`src/rtl/rv32i_types_pkg.sv`:
```
// Shared types for the branch resolve unit: prediction entry layout, FSM states
// and the small arithmetic helpers used by the resolve path.
package rv32i_types_pkg;

    typedef logic [31:0] word_t;

    typedef struct packed {
        word_t pc;
        logic  taken;
        word_t target;
        logic  is_rv32c;
    } pred_entry_t;

    typedef enum logic {
        IDLE,
        REDIRECT
    } bru_state_t;

    localparam word_t WORD_MAX = '1;

    function automatic word_t fallthrough_pc(input pred_entry_t e);
        return e.pc + (e.is_rv32c ? 32'd2 : 32'd4);
    endfunction

    function automatic word_t sat_inc(input word_t v);
        return (v == WORD_MAX) ? v : v + 32'd1;
    endfunction

endpackage

```
`src/rtl/pred_fifo.sv`:
```
// In-order queue of in-flight predictions; flush empties it and drops any
// same-cycle push.
module pred_fifo
    import rv32i_types_pkg::*;
#(
    parameter int unsigned DEPTH   = 4,
    parameter type         entry_t = pred_entry_t
) (
    input  logic                       clk_i,
    input  logic                       rst_ni,
    input  logic                       push_i,
    input  entry_t                     wr_data_i,
    input  logic                       pop_i,
    input  logic                       flush_i,
    output entry_t                     rd_data_o,
    output logic [$clog2(DEPTH+1)-1:0] count_o
);

    localparam int unsigned PW = (DEPTH > 1) ? $clog2(DEPTH) : 1;
    localparam int unsigned CW = $clog2(DEPTH + 1);

    entry_t          mem_q [DEPTH];
    logic [PW-1:0]   rd_ptr_q;
    logic [PW-1:0]   wr_ptr_q;
    logic [CW-1:0]   count_q;
    logic            do_push;
    logic            do_pop;

    assign do_push   = push_i && !flush_i && (count_q != CW'(DEPTH));
    assign do_pop    = pop_i && (count_q != '0);
    assign rd_data_o = mem_q[rd_ptr_q];
    assign count_o   = count_q;

    // DEPTH is a power of two, so natural pointer overflow gives the modulo wrap
    always_ff @(posedge clk_i or negedge rst_ni) begin
        if (!rst_ni) begin
            rd_ptr_q <= '0;
            wr_ptr_q <= '0;
            count_q  <= '0;
        end else if (flush_i) begin
            rd_ptr_q <= '0;
            wr_ptr_q <= '0;
            count_q  <= '0;
        end else begin
            if (do_push) wr_ptr_q <= wr_ptr_q + PW'(1);
            if (do_pop)  rd_ptr_q <= rd_ptr_q + PW'(1);
            count_q <= count_q + CW'(do_push) - CW'(do_pop);
        end
    end

    always_ff @(posedge clk_i) begin
        if (do_push) mem_q[wr_ptr_q] <= wr_data_i;
    end

endmodule

```
`src/rtl/branch_resolve_unit.sv`:
```
// Matches execute-stage branch outcomes against queued predictions, issuing
// fetch redirects on mispredict and training updates on every resolve.
module branch_resolve_unit
    import rv32i_types_pkg::*;
#(
    parameter int unsigned DEPTH = 4
) (
    input  logic        CLK,
    input  logic        nRST,
    input  logic        pred_valid,
    input  logic [31:0] pred_pc,
    input  logic        pred_taken,
    input  logic [31:0] pred_target,
    input  logic        pred_is_rv32c,
    output logic        pred_ready,
    input  logic        res_valid,
    input  logic        res_taken,
    input  logic [31:0] res_target,
    output logic        redirect,
    output logic [31:0] redirect_pc,
    output logic        update_valid,
    output logic [31:0] update_pc,
    output logic        update_taken,
    output logic [31:0] update_target,
    output logic [31:0] branch_count,
    output logic [31:0] mispredict_count,
    output logic        res_err
);

    localparam int unsigned CW = $clog2(DEPTH + 1);

    bru_state_t    state_q;
    logic          redirect_q;
    word_t         redirect_pc_q;
    logic          update_valid_q;
    word_t         update_pc_q;
    logic          update_taken_q;
    word_t         update_target_q;
    word_t         branch_cnt_q;
    word_t         mispred_cnt_q;
    logic          res_err_q;

    pred_entry_t   new_entry;
    pred_entry_t   head;
    logic [CW-1:0] fifo_count;
    logic          resolve;
    logic          mispredict;
    logic          push;
    word_t         correct_pc;

    assign new_entry = '{pc: pred_pc, taken: pred_taken, target: pred_target,
                         is_rv32c: pred_is_rv32c};

    assign pred_ready = (fifo_count < CW'(DEPTH)) && (state_q == IDLE);
    assign resolve    = res_valid && (fifo_count != '0) && (state_q == IDLE);
    assign mispredict = resolve && ((head.taken != res_taken) ||
                                    (res_taken && (head.target != res_target)));
    assign correct_pc = res_taken ? res_target : fallthrough_pc(head);
    assign push       = pred_valid && pred_ready;

    pred_fifo #(
        .DEPTH   (DEPTH),
        .entry_t (pred_entry_t)
    ) u_fifo (
        .clk_i     (CLK),
        .rst_ni    (nRST),
        .push_i    (push),
        .wr_data_i (new_entry),
        .pop_i     (resolve),
        .flush_i   (mispredict),
        .rd_data_o (head),
        .count_o   (fifo_count)
    );

    always_ff @(posedge CLK or negedge nRST) begin
        if (!nRST) begin
            state_q         <= IDLE;
            redirect_q      <= 1'b0;
            redirect_pc_q   <= '0;
            update_valid_q  <= 1'b0;
            update_pc_q     <= '0;
            update_taken_q  <= 1'b0;
            update_target_q <= '0;
            branch_cnt_q    <= '0;
            mispred_cnt_q   <= '0;
            res_err_q       <= 1'b0;
        end else begin
            redirect_q     <= 1'b0;
            update_valid_q <= 1'b0;
            case (state_q)
                IDLE: begin
                    if (resolve) begin
                        update_valid_q  <= 1'b1;
                        update_pc_q     <= head.pc;
                        update_taken_q  <= res_taken;
                        update_target_q <= res_target;
                        branch_cnt_q    <= sat_inc(branch_cnt_q);
                        if (mispredict) begin
                            redirect_q    <= 1'b1;
                            redirect_pc_q <= correct_pc;
                            mispred_cnt_q <= sat_inc(mispred_cnt_q);
                            state_q       <= REDIRECT;
                        end
                    end else if (res_valid) begin
                        res_err_q <= 1'b1;
                    end
                end
                REDIRECT: state_q <= IDLE;
                default:  state_q <= IDLE;
            endcase
        end
    end

    assign redirect         = redirect_q;
    assign redirect_pc      = redirect_pc_q;
    assign update_valid     = update_valid_q;
    assign update_pc        = update_pc_q;
    assign update_taken     = update_taken_q;
    assign update_target    = update_target_q;
    assign branch_count     = branch_cnt_q;
    assign mispredict_count = mispred_cnt_q;
    assign res_err          = res_err_q;

endmodule

```
`config.mk`:
```
export PLATFORM = sky130hd
export DESIGN_NAME = branch_resolve_unit
export DESIGN_NICKNAME = d
export VERILOG_FILES = /design/src/rtl/rv32i_types_pkg.sv /design/src/rtl/pred_fifo.sv /design/src/rtl/branch_resolve_unit.sv
export SDC_FILE = /design/constraint.sdc
export NUM_CORES = 1
export LEC_CHECK = 0
export BUFFER_PORTS_ARGS = -buffer_cell sky130_fd_sc_hd__buf_2
export CAP_MARGIN = 20
export CORE_MARGIN = 5
export CORE_UTILIZATION = 43
export DETAILED_ROUTE_END_ITERATION = 8
export GPL_ROUTABILITY_DRIVEN = 0
export REMOVE_ABC_BUFFERS = 1
export SYNTH_ARGS = -nofsm -noshare
export SYNTH_HDL_FRONTEND = slang
export SYNTH_SLANG_ARGS = --single-unit
```
`constraint.sdc`:
```
create_clock -name CLK -period 16.75 [get_ports CLK]
set_clock_uncertainty 0.1 [all_clocks]
set_input_delay 3.35 -clock CLK [delete_from_list [all_inputs] [get_ports CLK]]
set_output_delay 3.35 -clock CLK [all_outputs]
set_load 0.02 [all_outputs]
```
; ---- Word-level counts from Yosys, hierarchy flattened
; Memory sizes are Yosys's and may differ from the RTL's.
; Index checks and enable logic that the tools add are counted.
[totals]
word_cells = 65
ramBits = 264
n_memories = 1
register_bits = 172
[op_classes]
reduce_logical = 19
bitwise_logic = 4
addsub = 7
eq_ne = 5
n_mux = 15
order_cmp = 1
[mem_list]
columns = memory, depth, width, rd, rd_ports_with_merged_regs, write_ports, line
row1 = u_fifo.mem_q, 4, 66, 1, 0, 1, pred_fifo.sv:22  ; entry_t mem_q [DEPTH];
[op_table]
columns = cell, count
row1 = "adder 32 x 1 -> 32 bit, second input constant", 2
row2 = "== test 32 bit, second input constant", 2
row3 = adder 32 x 3 -> 32 bit, 1
row4 = two-way mux 32 bit, 1
row5 = inequality test 32 bit, 1
row6 = logical AND 1 bit, 9
row7 = AND reduction 3 bit, 3
row8 = two-way mux 2 bit, 4
row9 = two-way mux 1 bit, 7
row10 = two-way mux 3 bit, 2
row11 = "adder 2 x 1 -> 2 bit, second input constant", 2
row12 = NOT 1 bit, 4
row13 = AND reduction 4 bit, 1
row14 = nonzero test 2 bit, 2
row15 = adder 3 x 1 -> 3 bit, 1
row16 = "< comparator 3 bit, second input constant", 1
row17 = "inequality test 3 bit, second input constant", 1
row18 = nonzero test 3 bit, 1
row19 = subtractor 3 x 1 -> 3 bit, 1
row20 = one-hot mux 1 bit (2 select lines), 1
row21 = AND reduction 2 bit, 1
row22 = zero test 1 bit, 1
row23 = logical OR 1 bit, 1
row24 = inequality test 1 bit, 1

; ---- Longest topological paths before layout
; Gate-level depths: netlist of run 1.
; An unclocked memory read counts as a cell.
[logic_depth]
ltp_word = 11
depth_mapped = 19
ltp_nobuf = 14

; ---- Modules after synthesis
; A second synthesis of run 1 with hierarchy kept.
[hier_totals]
cells_unflattened = 1234
area_unflattened_um2 = 18104.9
[modules_own_cells]
columns = module, cells_per_inst, area_per_inst_um2, seq_area_each_um2, n_inst
row1 = pred_fifo, 386, 9984.6, 8102.8, 1
row2 = branch_resolve_unit, 848, 8120.3, 4103.9, 1

; ---- Worst setup path after synthesis of run 1
; Ideal clock, no wire load.
[synth_timing]
kind = in2reg
startpoint = input res_taken
endpoint = memory u_fifo.mem_q[1][0] in the netlist's numbering (enable)
arrival_ps = 7235
setup_ps = 431
path_buffers = 2
setup_slack_ps = 8983
path_stages = 9
cell_sequence = clkbuf_1 -> o31ai_1 -> or4_1 -> or4_1 -> or4_4 -> nor4b_4 -> nor2_1 -> clkbuf_1 -> and3b_1
[synth_between]
elab_chain_cells = 8
elab_cells_between_ends = 9
[synth_lines]
columns = item, line
row1 = from (decl), branch_resolve_unit.sv:17  ; input logic res_taken,
row2 = inequality test 1 bit or logical AND 1 bit (tied branches), "branch_resolve_unit.sv:56, branch_resolve_unit.sv:57"
row3 = logical OR 1 bit (*), branch_resolve_unit.sv:56  ; assign mispredict = resolve && ((head.taken != res_taken) ||
row4 = logical AND 1 bit (*), branch_resolve_unit.sv:56
row5 = zero test 1 bit (*), pred_fifo.sv:29  ; assign do_push = push_i && !flush_i && (count_q != CW'(DEPTH));
row6 = logical AND 1 bit (*) (2 in series), pred_fifo.sv:29
row7 = two-way mux 1 bit (*), pred_fifo.sv:52  ; if (do_push) mem_q[wr_ptr_q] <= wr_data_i;
row8 = two-way mux 1 bit (implied by the code) (*), pred_fifo.sv:52
row9 = to (decl), pred_fifo.sv:22
; Every way passes the cells marked *; elsewhere a longest branch is shown, timed or not.

; ---- Worst setup path after layout of run 1
[layout_timing]
startpoint = input res_target[0]
endpoint = memory u_fifo.mem_q[1][35] in the netlist's numbering (enable)
[layout_between]
elab_chain_cells = 9
[layout_lines]
columns = item, line
row1 = from (decl), branch_resolve_unit.sv:18  ; input logic [31:0] res_target,
row2 = inequality test 32 bit, branch_resolve_unit.sv:57  ; (res_taken && (head.target != res_target)));
row3 = logical AND 1 bit, branch_resolve_unit.sv:57
row4 = logical OR 1 bit, branch_resolve_unit.sv:56
row5 = logical AND 1 bit, branch_resolve_unit.sv:56
row6 = zero test 1 bit, pred_fifo.sv:29
row7 = logical AND 1 bit (2 in series), pred_fifo.sv:29
row8 = two-way mux 1 bit, pred_fifo.sv:52
row9 = two-way mux 1 bit (implied by the code), pred_fifo.sv:52
; Every way passes these cells.

==> results.cfg, run 1 <==
[status]
status = finished, final reports clean

[die]
rows = 75
die_w_um = 216
die_h_um = 216
core_area_um2 = 41900
initial_utilization_pct = 43.5
dieArea_um2 = 46500
io_pins = 268

[power_and_ir_drop]
p_clk_share_pct = 28.6
swShare_pct = 34.2
p_int_mw = 2.40
seq_power_share_pct = 41.2
p_leak_nw = 8.89
power_density_nw_per_um2 = 168
p_comb_share_pct = 30.1
p_total_mw = 3.65
vdd_drop_max_mv = 0.0905
power.switching_mw = 1.25

[synthesis]
yosysMostFrequentCell = edfxtp_1
ys_async_sr_fraction_pct = 39.3
ys_ff_latch = 435
ys.flop_type = edfxtp_1
synth-edff-count = 264
ys_seq_area_share_pct = 67.1
synthTopCellsByCount = edfxtp_1, nand2_1, dfrtp_1
avgSynthCellArea_um2 = 14.1
yosys_warnings = 0
synth_area_leaders = edfxtp_1, dfrtp_1, mux4_2, nand2_1, xnor2_1
synth_cell_types = 54
synth_top_area_cell = edfxtp_1
synth.top_cell.area_share_pct = 43.6
netlist_instances = 1291
syn_area_um2 = 18200

[clock_network]
cts_setup_buffers = 0
path_clk_slew_ns = 0.06
clk_path_buf_depth = 3
cts_tree = done
ctsHoldBuffers = 0
cts.sinks = 435
cts_resized = 0
htreeDepth = 2
clockRootBuffer = clkbuf_16
numCtsBuffers = 47
clock_latency_ns = 0.58

[drt]
drtAntennaViolNets = 0
drt-total-wl_um = 44800
vias = 11200
remaining_drc_errors = 0
viasPerCell = 5.21
drt_first_iter_violations = 847
dr.pass1.iters = 5
wl_per_cell_um = 20.8

[run]
drv_cap = 0

[timing]
tightest_slew_ns = 1.06
max_freq_mhz = 140
setup_viol = 0
timing.slew.headroom_pct = 29.6
fin_setup_tns_ns = 0
rsz0062_at_grt = no
post-route-min-period_ns = 7.17
finalCritPeriodShare_pct = 42.8
finalHoldViolCount = 0
slew_violations = 0

[finish]
syn2layout_area_growth_pct = 19.2
multi_input_comb_area_um2 = 5710
seqCellArea_um2 = 12200
fill_cells = 3615
final_cells = 2149
final_area_um2 = 21700
layout-drive-gt1-share_pct = 27.3
utilization_pct = 51.8
fin_nets = 1683

[global_routing]
grt_pass1_wl_um = 68800
grt_antenna_before_repair = 11
grt_pass1_vias = 11400
grtUsageTotal_pct = 19.1
grt_overflow = 0
grt_max_degree = 102

[placed_design]
io_buffers = 267
placedCellCount = 2058
hpwl_um = 29500
dpl_cell_area_um2 = 20100

[hold_path]
hold_class = flop to flop

[worst_setup_path]
cp-end-kind = flop
crit_fanout = 66
setup.worst_path.start_class = primary input
critPathRequiredTime_ns = 16.84
path_class = primary input to flop
arrival_ns = 7.26
==> state kept, by name, summed over array words and instances, names as in the netlist, 2 cells and up <==
register and cells:
branch_count 32, mispredict_count 32, redirect_pc 32, u_fifo.count_o 3
u_fifo.mem_q 264, u_fifo.rd_ptr_q 2, u_fifo.wr_ptr_q 2, update_pc 32
update_target 32
==> per-stage QoR <==
stage | worst slack [ns] | hold slack, ns
6_report | 9.58 | 0.365
5_1_grt | 9.46 | 0.390
4_1_cts | 9.60 | 0.370
3_5_place_dp | 8.99 | 0.357
3_3_place_gp | 9.01 | 0.352
2_1_floorplan | 2.06 | 0.462
==> critical path: stages <==
cell	delay [ns]
buf_2	0.13
xor2_1	0.18
or4_1	0.50
or4_1	0.46
or4_4	0.51
nor4b_4	0.28
buf_4	0.42
nor2_4	0.19
and3b_4	0.33
buf_4	0.72
==> kinds of logic (layout without fill, tap and decap cells) <==
family                   after synthesis  after routing  share of synthesized area (%)
other                                  0              3                              0
buffers and inverters                 69            385                           1.68
AND/OR/NAND/NOR                      467            467                           11.7
adder cells (fa/ha/maj)               12             12                          0.908
AO/OA/AOI/OAI                         69             69                           2.26
multiplexers                         124            124                           10.8
flip-flops                           435            435                           67.1
XOR/XNOR                             115            115                           5.54
==> cell type report <==
cell class | count | share of cell area, %
timing repair buffer | 282 | 6.72
clock inverter | 32 | 1.50
clock buffer | 56 | 5.72
multi-input combinational | 787 | 26.3
inverter | 15 | 0.260
antenna | 3 | 0.0346
sequential | 435 | 56.3
tap | 539 | 3.11
==> metal layers <==
metal,vias up,wire length (um),track usage (%)
li1,5223,-,-
met1,5563,19300,26.1
met2,325,21500,30.8
met3,75,2950,4.51
met4,16,900,5.29
met5,-,96,0
==> power by group through the flow <==
stage / registers (mW) / clock network (mW) / logic, mW
floorplan: 1.69 / 0 / 0.581
global placement: 1.52 / 0 / 1.11
detailed placement: 1.53 / 0 / 1.12
CTS: 1.51 / 1.07 / 1.13
global route: 1.54 / 1.12 / 1.20
finish: 1.51 / 1.05 / 1.10
==> final timing paths <==
kind                            slack (ns)          startpoint             endpoint  cells past startpoint
worst min-delay path                  0.36             res_err              res_err                      1
worst max-delay path                  9.58       res_target[0]  u_fifo.mem_q[1][35]                     10
min in group asynchronous             2.80                nRST  mispredict_count[1]                      1
worst min register to register        0.36             res_err              res_err                      1
worst max register to register       10.53  u_fifo.rd_ptr_q[1]  u_fifo.mem_q[1][35]                     11
max in group asynchronous            12.29                nRST        update_pc[21]                      2
==> cell usage in the layout, fill, tap and decap left out, types with 5 or more instances in the layout <==
cell | Yosys | layout
mux2_2 | 11 | 11
buf_2 | 19 | 266
clkinv_2 | 0 | 12
nand2_1 | 251 | 251
mux2i_1 | 29 | 29
buf_4 | 6 | 15
mux4_2 | 53 | 53
and2_1 | 7 | 7
and4_1 | 6 | 6
inv_1 | 15 | 14
clkbuf_1 | 25 | 7
mux2_1 | 31 | 31
o21ai_0 | 37 | 37
nor3_1 | 28 | 28
edfxtp_1 | 264 | 264
and3_1 | 9 | 9
ha_1 | 10 | 10
xor2_1 | 54 | 54
nand4_1 | 27 | 27
nor4_1 | 7 | 7
bufinv_16 | 0 | 5
nor2_1 | 53 | 52
a21oi_1 | 7 | 7
nand3_1 | 45 | 45
clkbuf_16 | 0 | 48
clkinvlp_4 | 0 | 7
xnor2_1 | 61 | 61
dfrtp_1 | 171 | 169
nand2b_1 | 5 | 5
Power figures use the tool's default switching activity.
==> inputs of run 2 (changes only) <==
==> constraint.sdc (replaced) <==
create_clock -name CLK -period 7.2 [get_ports CLK]
set_clock_uncertainty 0.1 [all_clocks]
set_input_delay 1.44 -clock CLK [delete_from_list [all_inputs] [get_ports CLK]]
set_output_delay 1.44 -clock CLK [all_outputs]
set_load 0.02 [all_outputs]
==> run 2 against run 1 <==
Against the previous run:
- core utilization is 0.18 points lower
- power is 130% higher
- via count is 1.4% higher
- combinational power is 140% higher
- critical endpoint is now u_fifo.mem_q[3][26]
- sequential share of layout area is 0.20 points higher
- die area stayed put
==> results.cfg, run 2 (synthesis results as in run 1) <==
[finish]
fill_cells = 3605
final_cells = 2155
fin_nets = 1690
final_area_um2 = 21600
layout_common_cells = buf_2, edfxtp_1, nand2_1
utilization_pct = 51.6
layout-drive-gt1-share_pct = 26.7
final_common_cell = buf_2
largest_register_ffs = 264
top_register = u_fifo.mem_q
syn2layout_area_growth_pct = 18.8

[global_routing]
met2_usage_pct = 32.1
use_met1_pct = 27.2
grt_max_degree = 100
grtUsageTotal_pct = 19.6
use_met3_pct = 4.36
grt_overflow = 0
grt_antenna_before_repair = 12
top_usage_layer = met2
grt_pass1_vias = 11500
grt_pass1_wl_um = 70800

[timing]
fin_setup_tns_ns = 0
timing.hold.ws_ns = 0.367
setup_viol = 0
slew_violations = 0
timing.slew.headroom_pct = 32.2
max_freq_mhz = 189
rsz0062_at_grt = no
finalCritPeriodShare_pct = 73.6
post-route-min-period_ns = 5.30
tightest_slew_ns = 1.01
finalHoldViolCount = 0

[clock_network]
clk_path_buf_depth = 3
cts.sinks = 435
clock_latency_ns = 0.56
htreeDepth = 2
clockRootBuffer = clkbuf_16
cts_setup_buffers = 0
cts_tree = done
cts_resized = 0
path_clk_slew_ns = 0.06
ctsHoldBuffers = 0
numCtsBuffers = 47

[die]
initial_utilization_pct = 43.5
rows = 75
io_pins = 268
core_area_um2 = 41900
die_h_um = 216
die_w_um = 216
dieArea_um2 = 46500

[power_and_ir_drop]
vdd_drop_max_mv = 0.217
power_density_nw_per_um2 = 384
p_leak_nw = 8.87

[worst_setup_path]
setup.worst_path.start_class = flop
path_class = flop to flop
arrival_ns = 5.46
r2r_end = u_fifo.mem_q[3][26]
worstSetupStartpoint = u_fifo.rd_ptr_q[0]
crit_end = u_fifo.mem_q[3][26]
cp-end-kind = flop
crit_fanout = 47
critPathRequiredTime_ns = 7.36
r2r_start = u_fifo.rd_ptr_q[0]
reg2reg_setup_slack_ns = 1.90
rr_worst_depth = 9

[drt]
viasPerCell = 5.27
drt-total-wl_um = 45700
vias = 11400
drtAntennaViolNets = 0
dr.pass1.iters = 7
wl_per_cell_um = 21.2
drt_first_iter_violations = 866
remaining_drc_errors = 0

[hold_path]
hold_class = flop to flop
hold_depth = 2

[run]
drv_cap = 0

[placed_design]
io_buffers = 267
hpwl_um = 31700
placedCellCount = 2064
dpl_cell_area_um2 = 20200

[status]
status = finished, final reports clean
==> run 2: changes by cell type in the layout (fill, tap and decap cells not counted), moves of 2 or more <==
cell / change
clkbuf_1: +10
buf_4: +6
clkinvlp_4: -5
bufinv_16: -4
clkinv_1: +4
clkinv_2: -2
==> run 2: per-stage QoR <==
stage                     setup slack (ns)  total power [mW]
final                                 1.90              8.29
after global routing                  1.67              8.79
after CTS                             1.80              8.41
after detailed placement              1.70              6.17
after global placement                1.74              6.13
after floorplan                      -7.49              5.27
==> run 2: area by class of cell <==
type | count | area (um^2) | area share, %
repair buffers | 289 | 1530 | 7.08
flip-flops and latches | 435 | 12200 | 56.5
inverters | 15 | 56.3 | 0.261
diodes | 2 | 5.00 | 0.0232
clock buffers | 65 | 1260 | 5.85
clock inverters | 23 | 155 | 0.718
multi-input cells | 787 | 5710 | 26.4
well taps | 539 | 674 | 3.12
==> run 2: power by group <==
part / internal, mW / switching, mW / total [mW] / leakage (nW)
sequential: 3.18 / 0.295 / 3.47 / 4.58
clock: 1.27 / 0.953 / 2.22 / 0.692
combinational: 0.997 / 1.60 / 2.59 / 3.60
==> run 2: worst min path at each step <==
stage	start	to	slack, ns
after floorplan	u_fifo.wr_ptr_q[0]	u_fifo.wr_ptr_q[0]	0.46
after global placement	update_target[8]	update_target[8]	0.35
after detailed placement	update_target[19]	update_target[19]	0.36
after CTS	update_target[9]	update_target[9]	0.37
after global routing	update_target[9]	update_target[9]	0.39
final	update_pc[10]	update_pc[10]	0.37
==> run 2: critical path, cell delays in order, from the launching register on <==
cell and delay (ns):
dfrtp_4 0.85, mux4_2 0.59, xor2_1 0.17, or4_1 0.48
or4_1 0.46, or4_4 0.52, nor4b_4 0.36, nor2_4 0.17
and3b_4 0.90, buf_4 0.33
==> run 2: layer usage <==
metal / vias up / wire (um)
met3: 60 / 2800
met5: - / 136
met2: 330 / 22400
met1: 5685 / 19900
li1: 5259 / -
met4: 22 / 565
